[src/rtl/irq_ctrl_pkg.sv]
// Shared definitions for the interrupt controller: config register map,
// FSM state encodings and the CAUSE register layout.
package irq_ctrl_pkg;

    localparam int unsigned CFG_ADDR_W = 2;

    localparam logic [CFG_ADDR_W-1:0] CFG_MASK  = 2'd0;
    localparam logic [CFG_ADDR_W-1:0] CFG_PEND  = 2'd1;
    localparam logic [CFG_ADDR_W-1:0] CFG_CAUSE = 2'd2;
    localparam logic [CFG_ADDR_W-1:0] CFG_CNT   = 2'd3;

    typedef enum logic [1:0] {
        ST_IDLE    = 2'b00,
        ST_REQ     = 2'b01,
        ST_SERVICE = 2'b10
    } state_t;

    typedef struct packed {
        logic        busy;
        state_t      state;
        logic [28:0] id;
    } cause_t;

endpackage

[src/rtl/irq_ctrl_prio_enc.sv]
// Combinational source picker: first active source found when searching
// upward from rr_ptr_i with wrap; rr_ptr_i = 0 gives lowest-index-wins.
module irq_prio_enc #(
    parameter int unsigned NUM_IRQ = 8,
    parameter int unsigned ID_W    = 3
) (
    input  logic [NUM_IRQ-1:0] active_i,
    input  logic [ID_W-1:0]    rr_ptr_i,
    output logic               valid_c_o,
    output logic [ID_W-1:0]    sel_c_o
);

    int j;

    // Walk offsets from far to near so the nearest hit is the last one written.
    always_comb begin
        valid_c_o = 1'b0;
        sel_c_o   = '0;
        j         = 0;
        for (int i = int'(NUM_IRQ) - 1; i >= 0; i--) begin
            j = int'(rr_ptr_i) + i;
            if (j >= int'(NUM_IRQ)) begin
                j = j - int'(NUM_IRQ);
            end
            if (active_i[j]) begin
                valid_c_o = 1'b1;
                sel_c_o   = ID_W'(j);
            end
        end
    end

endmodule

[src/rtl/irq_ctrl.sv]
// Multi-source interrupt controller feeding CP0's single ir_in.
// Define IRQ_RR_EN for round-robin selection; default is fixed lowest-index priority.
module irq_ctrl
    import irq_ctrl_pkg::*;
#(
    parameter int unsigned NUM_IRQ = 8,
    parameter int unsigned ID_W    = 3
) (
    input  logic                  clk,
    input  logic                  rst,
    input  logic [NUM_IRQ-1:0]    irq_src,
    input  logic                  ir_en,
    input  logic                  ir_taken,
    input  logic                  eret,
    input  logic                  cfg_we,
    input  logic [CFG_ADDR_W-1:0] cfg_addr,
    input  logic [31:0]           cfg_wdata,
    output logic [31:0]           cfg_rdata,
    output logic                  ir_out,
    output logic [ID_W-1:0]       irq_id,
    output logic                  busy
);

    logic [NUM_IRQ-1:0] src_q;
    logic [NUM_IRQ-1:0] pending_q, pending_d;
    logic [NUM_IRQ-1:0] mask_q;
    logic [NUM_IRQ-1:0] rise, clr, active;
    logic [31:0]        taken_cnt_q;
    state_t             state_q;
    logic               ir_out_q;
    logic [ID_W-1:0]    irq_id_q;
    logic [ID_W-1:0]    rr_ptr;
    logic               sel_valid;
    logic [ID_W-1:0]    sel;
    logic               take_ok;
    cause_t             cause;
    logic               unused_wdata;

    assign rise         = irq_src & ~src_q;
    assign active       = pending_q & mask_q;
    assign take_ok      = (state_q == ST_REQ) && ir_taken;
    assign unused_wdata = ^(cfg_wdata >> NUM_IRQ);

    // A fresh rise always survives a same-cycle clear.
    always_comb begin
        clr = '0;
        if (take_ok) begin
            clr[irq_id_q] = 1'b1;
        end
        if (cfg_we && (cfg_addr == CFG_PEND)) begin
            clr = clr | cfg_wdata[NUM_IRQ-1:0];
        end
        pending_d = (pending_q & ~clr) | rise;
    end

`ifdef IRQ_RR_EN
    logic [ID_W-1:0] rr_ptr_q;

    always_ff @(posedge clk) begin
        if (rst) begin
            rr_ptr_q <= '0;
        end else if (take_ok) begin
            rr_ptr_q <= (irq_id_q == ID_W'(NUM_IRQ - 1)) ? '0 : irq_id_q + ID_W'(1);
        end
    end

    assign rr_ptr = rr_ptr_q;
`else
    assign rr_ptr = '0;
`endif

    irq_prio_enc #(
        .NUM_IRQ (NUM_IRQ),
        .ID_W    (ID_W)
    ) u_prio_enc (
        .active_i  (active),
        .rr_ptr_i  (rr_ptr),
        .valid_c_o (sel_valid),
        .sel_c_o   (sel)
    );

    always_ff @(posedge clk) begin
        if (rst) begin
            src_q       <= '0;
            pending_q   <= '0;
            mask_q      <= '0;
            taken_cnt_q <= '0;
            state_q     <= ST_IDLE;
            ir_out_q    <= 1'b0;
            irq_id_q    <= '0;
        end else begin
            src_q     <= irq_src;
            pending_q <= pending_d;
            if (cfg_we && (cfg_addr == CFG_MASK)) begin
                mask_q <= cfg_wdata[NUM_IRQ-1:0];
            end
            case (state_q)
                ST_IDLE: begin
                    if (ir_en && sel_valid) begin
                        irq_id_q <= sel;
                        ir_out_q <= 1'b1;
                        state_q  <= ST_REQ;
                    end
                end
                ST_REQ: begin
                    // Acceptance beats withdrawal when both happen together.
                    if (ir_taken) begin
                        ir_out_q    <= 1'b0;
                        taken_cnt_q <= taken_cnt_q + 32'd1;
                        state_q     <= ST_SERVICE;
                    end else if (!ir_en || !active[irq_id_q]) begin
                        ir_out_q <= 1'b0;
                        state_q  <= ST_IDLE;
                    end
                end
                ST_SERVICE: begin
                    if (eret) begin
                        state_q <= ST_IDLE;
                    end
                end
                default: begin
                    ir_out_q <= 1'b0;
                    state_q  <= ST_IDLE;
                end
            endcase
        end
    end

    assign ir_out = ir_out_q;
    assign irq_id = irq_id_q;
    assign busy   = (state_q == ST_REQ) || (state_q == ST_SERVICE);

    always_comb begin
        cause.busy  = busy;
        cause.state = state_q;
        cause.id    = 29'(irq_id_q);
        case (cfg_addr)
            CFG_MASK:  cfg_rdata = 32'(mask_q);
            CFG_PEND:  cfg_rdata = 32'(pending_q);
            CFG_CAUSE: cfg_rdata = cause;
            default:   cfg_rdata = taken_cnt_q;
        endcase
    end

endmodule
[config.mk]
export PLATFORM = sky130hd
export DESIGN_NAME = irq_ctrl
export DESIGN_NICKNAME = d
export VERILOG_FILES = /design/src/rtl/irq_ctrl_pkg.sv /design/src/rtl/irq_ctrl_prio_enc.sv /design/src/rtl/irq_ctrl.sv
export SDC_FILE = /design/constraint.sdc
export NUM_CORES = 1
export LEC_CHECK = 0
export CORE_UTILIZATION = 48
export DETAILED_ROUTE_END_ITERATION = 8
export HOLD_SLACK_MARGIN = 0.05
export PLACE_DENSITY = 0.79
export SYNTH_ARGS = -nofsm -noshare
export SYNTH_HDL_FRONTEND = slang
export SYNTH_SLANG_ARGS = --single-unit
[constraint.sdc]
create_clock -name clk -period 2.8 [get_ports clk]
set_clock_uncertainty 0.15 [all_clocks]
set_input_delay 0.56 -clock clk [delete_from_list [all_inputs] [get_ports clk]]
set_output_delay 0.56 -clock clk [all_outputs]
set_load 0.01 [all_outputs]
==> impl_metrics.csv <==
group,metric,value,unit
drt,route.met2.wl,3745,um
pwr,switching_share,24.69,%
floorplanning,die_y,83.07,um
yosys,synth-seq-cells,62,
drt,drc,0,
yosys,syn_inst,361,
yosys,synth_ff_type,"dfxtp_1",
yosys,async_reset_ff_share,0,%
drt,highest_layer,"met4",
timing,fin_crit,2.745,ns
cells_and_area,syn_to_final_growth,30.23,%
critical_path,arrival,2.03,ns
global_route,grt_pass1_vias,2716,
timing,min_period_over_period,98.02,%
critical_path,critPathKind,"primary input to output pin",
floorplanning,rows,29,
global_route,gr-total-overflow,0,
clock_network,cts_tree,"yes",
pwr,p_leak,1.991,nW
critical_path,cp-start-kind,"primary input",
critical_path,critPathCaptureType,"output pin",
drt,wl_per_cell,14.78,um
pwr,seqPwrFrac,44.4,%
timing,finalSetupTns,0,ns
clock_network,root_buffer,"clkbuf_8",
pwr,ir_drop,418.1,uV
floorplanning,die-area,0.006900,mm2
drt,wl_met1,3290,um
yosys,syn_avg_cell_area,8.738,um2
critical_path,path_buf_inv,3,
drt,dr_wl_met3,365,um
global_route,antenna_found_initial,0,
yosys,synth_area,0.003154,mm2
yosys,synth.largest_area_cell,"dfxtp_1",
yosys,yosysMostFrequentCell,"dfxtp_1",
pwr,switchingPower,0.0005319,W
drt,drtAntennaViolNets,0,
timing,setup_viol,0,
global_route,grtUsageTotal,22.74,%
critical_path,cp.depth,4,
floorplanning,io_pins,85,
timing,clock.fmax,0.3644,GHz
placement,dp_hpwl,5460,um
timing,rsz0062_at_grt,"false",
flow_run,cap_violations,0,
global_route,grt_pass1_wl,12770,um
drt,viasPerCell,5.583,
clock_network,htree_num_levels,3,
timing,slew_violations,0,
timing,hold_viol,0,
yosys,synth_cell_types,48,
drt,num_vias,2825,
critical_path,crit_top_cell,"clkdlybuf4s50_1",
floorplanning,start_util,49.67,%
critical_path,path_cells,"clkdlybuf4s50_1, buf_12, mux4_2, clkdlybuf4s50_1",
pwr,clock_power_share,40.4,%
hold_path,hold_depth,2,
timing,maxSlewHeadroom,67.43,%
floorplanning,core,0.006350,mm2
critical_path,critPathSlowestCell,"clkdlybuf4s50_1",
cells_and_area,drive_gt1_share,10.02,%
cells_and_area,diodes,0,
yosys,yosysWarnings,0,
global_route,grt_max_degree,23,
clock_network,cts_setup_buffers,0,
placement,gp_congestion,0.8682,
cells_and_area,fin_nets,477,
yosys,syn_nets,413,
critical_path,path_delay_family,"buffers and inverters",
critical_path,critical_path.max_stage_delay,0.50,ns
critical_path,crit_path_start,"cfg_addr[0]",
status,outcome,"finished, final reports clean",
drt,drt-initial-drc-count,165,
yosys,synth_top_area_share,39.35,%
floorplanning,dieWidth,83.07,um
yosys,netlist_top_cells_count,"dfxtp_1, nor2_1, nand2_1",
clock_network,clkTransAtPathRegs,0.07,ns
critical_path,worst-r2r-cell-count,6,
drt,routed_wirelength,7477,um
clock_network,cts_buffers,9,
critical_path,path_max_fanout,11,
pwr,intPower,0.001623,W
clock_network,ctsLongestPathBuffers,2,
hold_path,worstHoldStart,"src_q[7]$_SDFF_PP0_",
critical_path,required,2.09,ns
drt,dr.pass1.iters,4,
hold_path,hp-class,"flop to flop",
timing,whs,0.3223,ns
pwr,combPwrFrac,15.2,%
placement,io_buffer_count,60,
timing,tightestPinTransition,0.4879,ns
yosys,synth_area_leaders,"dfxtp_1, nor2_1, and3_1, mux2i_1, xnor2_1",
yosys,synth-edff-count,0,
clock_network,worstSkewPairLatency,0.34,ns
clock_network,cts.sinks,62,
yosys,synth_seq_area_share,39.35,%
pwr,p_per_area,524.5,mW/mm2
critical_path,r2r-start,"irq_id[0]$_SDFFE_PP0P_",
[power by group through the flow]
stage / Sequential (W) / Clock, W / Combinational, W
6_report: 0.000957 / 0.000871 / 0.000327
5_1_grt: 0.000960 / 0.000925 / 0.000357
4_1_cts: 0.000955 / 0.000883 / 0.000329
3_5_place_dp: 0.000975 / 0 / 0.000328
3_3_place_gp: 0.000973 / 0 / 0.000320
2_1_floorplan: 0.000965 / 0 / 0.000198
[area by class of cell]
| class | count | area [um2] |
|---|---|---|
| Clock buffer | 11 | 151.4 |
| Clock inverter | 4 | 70.07 |
| Fill cell | 523 | 2242 |
| Inverter | 15 | 56.30 |
| Multi-Input combinational cell | 264 | 1763 |
| Sequential cell | 62 | 1241 |
| Tap cell | 77 | 96.34 |
| Timing Repair Buffer | 73 | 729.5 |
[sequential cells by signal, indices dropped and copies added, names as in the netlist]
register and flops:
state_q 2, mask_q 8, ir_out 1, taken_cnt_q 32, pending_q 8, src_q 8, irq_id 3
[per-stage QoR]
| step | cells | instance area [um2] | setup slack, ns | power, W | utilization, % |
|---|---|---|---|---|---|
| finish | 506 | 4108 | 0.05541 | 0.002154 | 64.69 |
| global route | 506 | 4108 | 0.01061 | 0.002242 | 64.69 |
| CTS | 506 | 4070 | 0.004203 | 0.002167 | 64.10 |
| detailed placement | 491 | 3860 | -0.1474 | 0.001303 | 60.79 |
| global placement | 491 | 3860 | -0.1417 | 0.001293 | 60.79 |
| floorplan | 361 | 3154 | 0.3912 | 0.001163 | - |
[routing by layer]
layer	global-route usage [%]	vias up
li1	-	1402
met1	27.35	1337
met2	39.64	78
met3	5.865	8
met4	7.053	0
met5	0	-
[worst register-to-register path, delay by kind of cell (launching register included)]
| kind | cells | cell delay, ns |
|---|---|---|
| AOI/OAI and AO/OA | 4 | 0.78 |
| and+or+nand+nor | 2 | 0.59 |
| DFF | 1 | 0.62 |
[path summary, 6_finish.rpt]
kind                                           endpoint  slack [ns]
worst max register to register  state_q[0]$_SDFFE_PP0P_        0.58
worst min-delay path            pending_q[7]$_SDFF_PP0_        0.32
worst min register to register  pending_q[7]$_SDFF_PP0_        0.32
worst max-delay path                       cfg_rdata[2]        0.06
[cells by family (layout without fill, tap and decap cells)]
kind of cell             after synthesis  after routing  share of synthesized area, %
AND/OR/NAND/NOR                      167            167                         28.48
flip-flops                            62             62                         39.35
AO/OA/AOI/OAI                         45             45                         10.47
buffers and inverters                 35            103                         4.839
XOR/XNOR                              29             29                         8.053
multiplexers                          19             19                         7.219
adder cells (fa/ha/maj)                4              4                         1.587
[cell usage in the layout, fill, tap and decap left out, types with 3 or more instances in the layout]
master and n:
xnor2_1 15, a32oi_1 4, dfxtp_1 62, a22o_1 3, a32o_1 9, nor3_1 9, nand2_1 31, or3_1 3
nor2_1 48, dlymetal6s2s_1 15, nand3_1 11, dlygate4sd2_1 17, nand4_1 6, and3_1 26, mux4_2 3, nor2b_1 11
inv_1 15, clkdlybuf4s50_1 27, buf_4 11, o21ai_0 8, xor2_1 14, clkbuf_8 11, a21oi_1 10, ha_1 4
mux2i_1 16
[what timing repair did]
action | 4_1_cts | 5_1_grt
gates resized for setup | 20 | 15
endpoints found under the setup margin | 32 | 15
hold buffers | 0 | 0
No activity file was read; power rests on OpenSTA's default activity.
